**config.mk**
```make
export PLATFORM = sky130hd
export DESIGN_NAME = modexp_ctrl
export DESIGN_NICKNAME = d
export VERILOG_FILES = /design/src/rtl/modexp_ctrl.sv
export SDC_FILE = /design/constraint.sdc
export NUM_CORES = 1
export LEC_CHECK = 0
export ABC_CLOCK_PERIOD_IN_PS = 2190
export CAP_MARGIN = 20
export CORE_AREA = 2 2 78 80
export DETAILED_ROUTE_END_ITERATION = 16
export DIE_AREA = 0 0 80 82
export GPL_TIMING_DRIVEN = 0
export HOLD_SLACK_MARGIN = 0.03
export PLACE_DENSITY = 0.86
export SETUP_SLACK_MARGIN = 0.5
export SLEW_MARGIN = 10
export SYNTH_ARGS = -nofsm -noshare
export SYNTH_HDL_FRONTEND = slang
export SYNTH_SLANG_ARGS = --single-unit
```
**constraint.sdc**
```tcl
create_clock -name clk -period 2.19 [get_ports clk]
set_input_delay 0.657 -clock clk [delete_from_list [all_inputs] [get_ports clk]]
set_output_delay 0.657 -clock clk [all_outputs]
set_load 0.005 [all_outputs]
```
**src/rtl/modexp_ctrl.sv**
```systemverilog
// modexp_ctrl: left-to-right square-and-multiply sequencer for m^e mod n.
// Drives an external multi-cycle modular multiplier (fixed latency CC) and
// walks all N exponent bits, so run time depends only on popcount(e).
module modexp_ctrl #(
    parameter int N  = 8,
    parameter int CC = N
) (
    input  logic         clk,
    input  logic         rst,
    input  logic         start,
    input  logic [N-1:0] m,
    input  logic [N-1:0] e,
    input  logic [N-1:0] n,
    output logic [N-1:0] o,
    output logic         busy,
    output logic         done,
    output logic         mm_start,
    output logic [N-1:0] mm_x,
    output logic [N-1:0] mm_y,
    output logic [N-1:0] mm_n,
    input  logic [N-1:0] mm_o
);

    localparam int IW = (N > 1) ? $clog2(N) : 1;
    localparam int CW = (CC > 1) ? $clog2(CC) : 1;

    typedef enum logic [2:0] {
        IDLE,
        SQ_ISSUE,
        SQ_WAIT,
        MUL_ISSUE,
        MUL_WAIT,
        DONE
    } state_t;

    state_t         state_q, state_d;
    logic [N-1:0]   m_q, m_d;
    logic [N-1:0]   e_q, e_d;
    logic [N-1:0]   n_q, n_d;
    logic [N-1:0]   r_q, r_d;
    logic [N-1:0]   o_q, o_d;
    logic [IW-1:0]  i_q, i_d;
    logic [CW-1:0]  cnt_q, cnt_d;

    logic           wait_last;
    logic           advance;

    // State and datapath registers; reset abandons any run in progress.
    always_ff @(posedge clk or negedge rst) begin
        if (!rst) begin
            state_q <= IDLE;
            m_q     <= '0;
            e_q     <= '0;
            n_q     <= '0;
            r_q     <= N'(1);
            o_q     <= '0;
            i_q     <= IW'(N - 1);
            cnt_q   <= '0;
        end else begin
            state_q <= state_d;
            m_q     <= m_d;
            e_q     <= e_d;
            n_q     <= n_d;
            r_q     <= r_d;
            o_q     <= o_d;
            i_q     <= i_d;
            cnt_q   <= cnt_d;
        end
    end

    // Next-state logic: sequence squares and conditional multiplies per bit.
    always_comb begin
        state_d   = state_q;
        m_d       = m_q;
        e_d       = e_q;
        n_d       = n_q;
        r_d       = r_q;
        o_d       = o_q;
        i_d       = i_q;
        cnt_d     = cnt_q;
        wait_last = (cnt_q == CW'(CC - 1));
        advance   = 1'b0;

        case (state_q)
            IDLE: begin
                if (start) begin
                    m_d     = m;
                    e_d     = e;
                    n_d     = n;
                    r_d     = N'(1);
                    i_d     = IW'(N - 1);
                    cnt_d   = '0;
                    state_d = SQ_ISSUE;
                end
            end
            SQ_ISSUE: begin
                cnt_d   = '0;
                state_d = SQ_WAIT;
            end
            SQ_WAIT: begin
                if (wait_last) begin
                    r_d   = mm_o;
                    cnt_d = '0;
                    if (e_q[i_q]) begin
                        state_d = MUL_ISSUE;
                    end else begin
                        advance = 1'b1;
                    end
                end else begin
                    cnt_d = cnt_q + CW'(1);
                end
            end
            MUL_ISSUE: begin
                cnt_d   = '0;
                state_d = MUL_WAIT;
            end
            MUL_WAIT: begin
                if (wait_last) begin
                    r_d     = mm_o;
                    cnt_d   = '0;
                    advance = 1'b1;
                end else begin
                    cnt_d = cnt_q + CW'(1);
                end
            end
            DONE: begin
                state_d = IDLE;
            end
            default: begin
                state_d = IDLE;
            end
        endcase

        // The final product is taken straight from the multiplier so o is
        // valid on the very edge that enters DONE.
        if (advance) begin
            if (i_q == '0) begin
                o_d     = mm_o;
                state_d = DONE;
            end else begin
                i_d     = i_q - IW'(1);
                state_d = SQ_ISSUE;
            end
        end
    end

    // Outputs decoded from state; operands stay put from ISSUE through WAIT.
    always_comb begin
        o        = o_q;
        busy     = (state_q != IDLE);
        done     = (state_q == DONE);
        mm_start = (state_q == SQ_ISSUE) || (state_q == MUL_ISSUE);
        mm_x     = r_q;
        mm_y     = ((state_q == MUL_ISSUE) || (state_q == MUL_WAIT)) ? m_q : r_q;
        mm_n     = n_q;
    end

endmodule

```
== Word-level counts from Yosys, hierarchy flattened ==
Cells that the tools add are included.

* Input bits: 35
* Register bits after elaboration: 49
* Logic and storage cells: 60
* Output and inout bits: 35

* Order comparisons: 1
* Equality and inequality tests: 12
* Reductions and logical operators: 14
* Multiplexer cells: 23
* Add/sub/neg operators: 2

{| class="wikitable"
|+ Operator list
! kind !! count
|-
| 2-to-1 mux 3 bit || 11
|-
| 2-to-1 mux 8 bit || 3
|-
| case mux 8 bit (2 select lines) || 1
|-
| case mux 3 bit (5 select lines) || 1
|-
| equality test 3 bit (second input constant) || 3
|-
| inequality test 3 bit (second input constant) || 3
|-
| case mux 3 bit (3 select lines) || 1
|-
| equality test 3 x 2 -> 1 bit (second input constant) || 2
|-
| logical NOT 3 bit || 2
|-
| AND reduction 2 bit || 3
|-
| nonzero test 3 bit || 2
|-
| < comparator 3 x 4 -> 1 bit (second input constant) || 1
|-
| 2-to-1 mux 1 bit || 4
|-
| inequality test 2 bit (second input constant) || 2
|-
| AND reduction 4 bit || 1
|-
| OR reduction 2 bit || 2
|-
| adder 3 x 1 -> 3 bit (second input constant) || 1
|-
| binary-select mux 1 bit (select 3 bit) || 1
|-
| equality test 3 x 1 -> 1 bit (second input constant) || 1
|-
| AND reduction 3 bit || 1
|-
| subtractor 3 x 1 -> 3 bit (second input constant) || 1
|-
| logical OR 1 bit || 2
|-
| inequality test 2 x 1 -> 1 bit (second input constant) || 1
|-
| case mux 1 bit (2 select lines) || 1
|-
| nonzero test 2 bit || 1
|}

== Depth between registers and ports, before layout ==
* Word-level depth: 7
* Gate-level depth with buffers: 8
* Depth with buffers taken out: 7

== Worst setup path before layout ==
Ideal clock, no wire load.

* Path kind: flip-flop to output port
* From: reg state_q[0]
* To: out mm_y[0]
* Data required time: 1533 ps
* Buffers on the path: 2
* Stages on the path, launching flop included: 6
* Path slack: -20 ps
* Arrival time: 1553 ps
* Path through: dfrtp_1 -> clkbuf_1 -> nor2b_1 -> a21o_1 -> buf_2 -> mux2_1

* Word-level cells in the longest chain between the ends: 3
* Elaborated cells on any way between the ends: 4
* Classes of those cells: 2 x eq/ne; 1 x mux; 1 x reduce/logical

{| class="wikitable"
|+ Ends and longest elaborated chain
! item !! RTL line !! source
|-
| start, declared || 36 || <nowiki>state_t state_q, state_d;</nowiki>
|-
| start signal, assigned || 60 || <nowiki>state_q <= state_d;</nowiki>
|-
| equality test 3 x 2 -> 1 bit or equality test 3 bit (tied branches) || 154 || <nowiki>mm_y = ((state_q == MUL_ISSUE) || (state_q == MUL_WAIT)) ? m_q : r_q;</nowiki>
|-
| logical OR 1 bit (*) || 154 ||
|-
| 2-to-1 mux 8 bit (*) || 154 ||
|-
| end, declared || 19 || <nowiki>output logic [N-1:0] mm_y,</nowiki>
|}

Every way passes the cells marked *; elsewhere a longest branch is shown, timed or not.

== Final worst setup path ==
* From: reg state_q[0]
* To: out mm_y[7]

Same word-level chain as after synthesis.

==> impl_metrics.toml <==
[status]
outcome = "finished, violations left"
violations = "negative setup slack"

[global_routing]
track_usage_pct = 18.3
grt_max_degree = 27
grt_first_pass_wirelength_um = 9270
grt_overflow = 0
antenna_found_initial = 0
grt_pass1_vias = 1984

[yosys]
synth_edf_count = 0
ys_warn_count = 0
yosys_register_bits = 49
ys_types = 44
synth_area_mm2 = 0.00233
async_reset_ff_share_pct = 100
postSynthCellCount = 175
synth_ff_type = "dfrtp_1"
syn_avg_cell_area_um2 = 13.3
synth_nets = 214
synth-seq-area-share_pct = 52.8

[sta]
skew_ps = 4.08
setup_ws_ps = -308
max_freq_ghz = 0.400
setup_viol = 9
hold_violations = 0
period_share_pct = 114
worst_pin_slew_ps = 548
rsz0062_at_grt = "yes"
setup_tns_ps = -1960
relSlewSlack_pct = 63.4
finalCriticalPeriod_ps = 2500
drv_slew = 0

[power]
seq_power_share_pct = 30.9
p_leak_nw = 1.96
p_per_area_mw_per_mm2 = 1100
p_sw_share_pct = 32.3
finalPower_mw = 4.41
p_sw_mw = 1.43
irDropWorstVdd_mv = 0.692
p_int_mw = 2.98
pwr-share-comb_pct = 56.8
pwr-share-clk_pct = 12.3

[min_path]
min_path_type = "input port to async pin"

[finish]
layout_commonest_cell = "dfrtp_1"
fin_cells = 381
fill_cells = 412
final_cell_area_mm2 = 0.00400
areaGrowthSynthToFinish_pct = 71.5
fin_nets = 344
final_cell_mix = "dfrtp_1 (44), buf_4 (41), mux2_4 (40), clkdlybuf4s50_1 (32), buf_6 (24)"
n_antenna_cell = 0
fin_util_pct = 69.5
drive_above_1_share_pct = 49.7

[floorplan]
core-area_mm2 = 0.00575
rows = 28
ios = 70
fp.dieArea_mm2 = 0.00656
fp.dieH_um = 82
start_util_pct = 40.5
die_w_um = 80

[setup_path]
rr_worst_depth = 10
worstSetupEndpointType = "output port"
path_class = "flip-flop to output port"
cp.required_ps = 1530
r2r-start = "state_q[0]"
crit_start = "state_q[0]"
arrival_ps = 1840
crit_path_max_fanout = 8
cp-start-kind = "flip-flop"

[cts]
cts_tree = "done"
cts_buffers = 5
cts_hold_buffers = 0
cts.sinks = 49
htreeDepth = 2
clock_path_buffers = 2
cts_root_buffer = "clkbuf_8"
clk_latency_ps = 300
clk_pin_slew_ps = 90

[placed_design]
gp_congestion = 0.832
place_area_mm2 = 0.00322
dpl.hpwl_um = 3790
post-place-cells = 320
port_buffers = 69

[drt]
drt.antenna.violating_nets = 0
wire_per_inst_um = 17.5
drt-initial-drc-count = 94
drc = 0
first_pass_iters = 4
drt_wl_total_um = 6670
via_count = 1974
viasPerCell = 5.18

[run]
maxCapViolations = 0
-- metal layers --
| metal | share of wire [%] | vias up | track usage, % |
|---|---|---|---|
| li1 | - | 897 | - |
| met2 | 54 | 61 | 33.6 |
| met4 | 2.2 | 0 | 7.80 |
| met3 | 3.2 | 10 | 3.30 |
| met5 | 0 | - | 0 |
| met1 | 40 | 1006 | 20.9 |
-- Yosys cell counts (3+ instances only) --
cell	number	share of area, %
clkbuf_1	4	0.64
mux2i_1	5	2.1
ha_1	4	2.1
o311ai_0	3	1.1
mux2_1	32	15
dfrtp_1	45	48
dfstp_2	4	4.5
mux2_4	8	5.2
nand3_1	3	0.64
nor2_1	8	1.3
a22o_1	10	3.8
nand2_1	5	0.81
inv_1	6	0.97
buf_2	4	0.86
-- critical path: stages (launching register included) --
cell and delay, ps:
dfrtp_2 430, buf_6 120, nor3b_4 180, a21o_1 120
buf_6 160, buf_6 110, mux2_4 290, buf_6 120
-- timing repair --
item                                    in CTS  in global routing
gates resized for setup                    121                 34
hold endpoints to repair                     0                  0
cloned                                       1                  0
pin swaps                                    8                  7
endpoints found under the setup margin      81                 62
setup buffers                               31                 21
-- stage by stage --
step	hold slack, ps	setup slack, ps
finish	333	-308
global route	362	-352
floorplan	361	160
CTS	347	-297
detailed placement	473	-381
global placement	465	-1150
-- cell type report --
type | count | area, um^2 | area share [%]
clock buffers | 5 | 68.8 | 1.72
plain buffers | 10 | 136 | 3.41
flip-flops and latches | 49 | 1230 | 30.8
well taps | 75 | 93.8 | 2.35
clock inverters | 3 | 21.3 | 0.532
inverters | 7 | 26.3 | 0.658
repair buffers | 123 | 1150 | 28.9
multi-input cells | 109 | 1260 | 31.6
-- final timing paths --
path	endpoint	slack (ps)
setup / recovery	mm_y[7]	-310
hold / removal	e_q[4]	330
setup reg to reg	o[5]	50
hold reg to reg	e_q[4]	510
max in group asynchronous	mm_x[0]	1260
min in group clk	e_q[4]	510
-- logic make-up (layout without fill, tap and decap cells) --
family | after synthesis | in the layout | share of synthesized area [%]
xor gates and xnor gates | 1 | 1 | 0.376
buffers and inverters | 17 | 148 | 3.44
DFF | 49 | 49 | 52.8
adders and majority gates | 4 | 4 | 2.15
and+or+nand+nor | 29 | 29 | 6.71
AOI/OAI and AO/OA | 29 | 29 | 10.7
muxes | 46 | 46 | 23.7
-- power groups by stage --
stage | combinational [mW] | clock [mW] | sequential, mW
6_report | 2.51 | 0.541 | 1.36
5_1_grt | 2.63 | 0.598 | 1.40
4_1_cts | 1.96 | 0.556 | 1.35
3_5_place_dp | 1.47 | 0 | 1.37
3_3_place_gp | 1.42 | 0 | 1.35
2_1_floorplan | 0.913 | 0 | 1.33
-- sequential cells by signal, indices dropped and copies added (netlist names) --
name	cells
cnt_q	3
e_q	8
i_q	3
m_q	8
mm_n	8
mm_x	8
o	8
state_q	3
(Power assumes the default switching activity.)
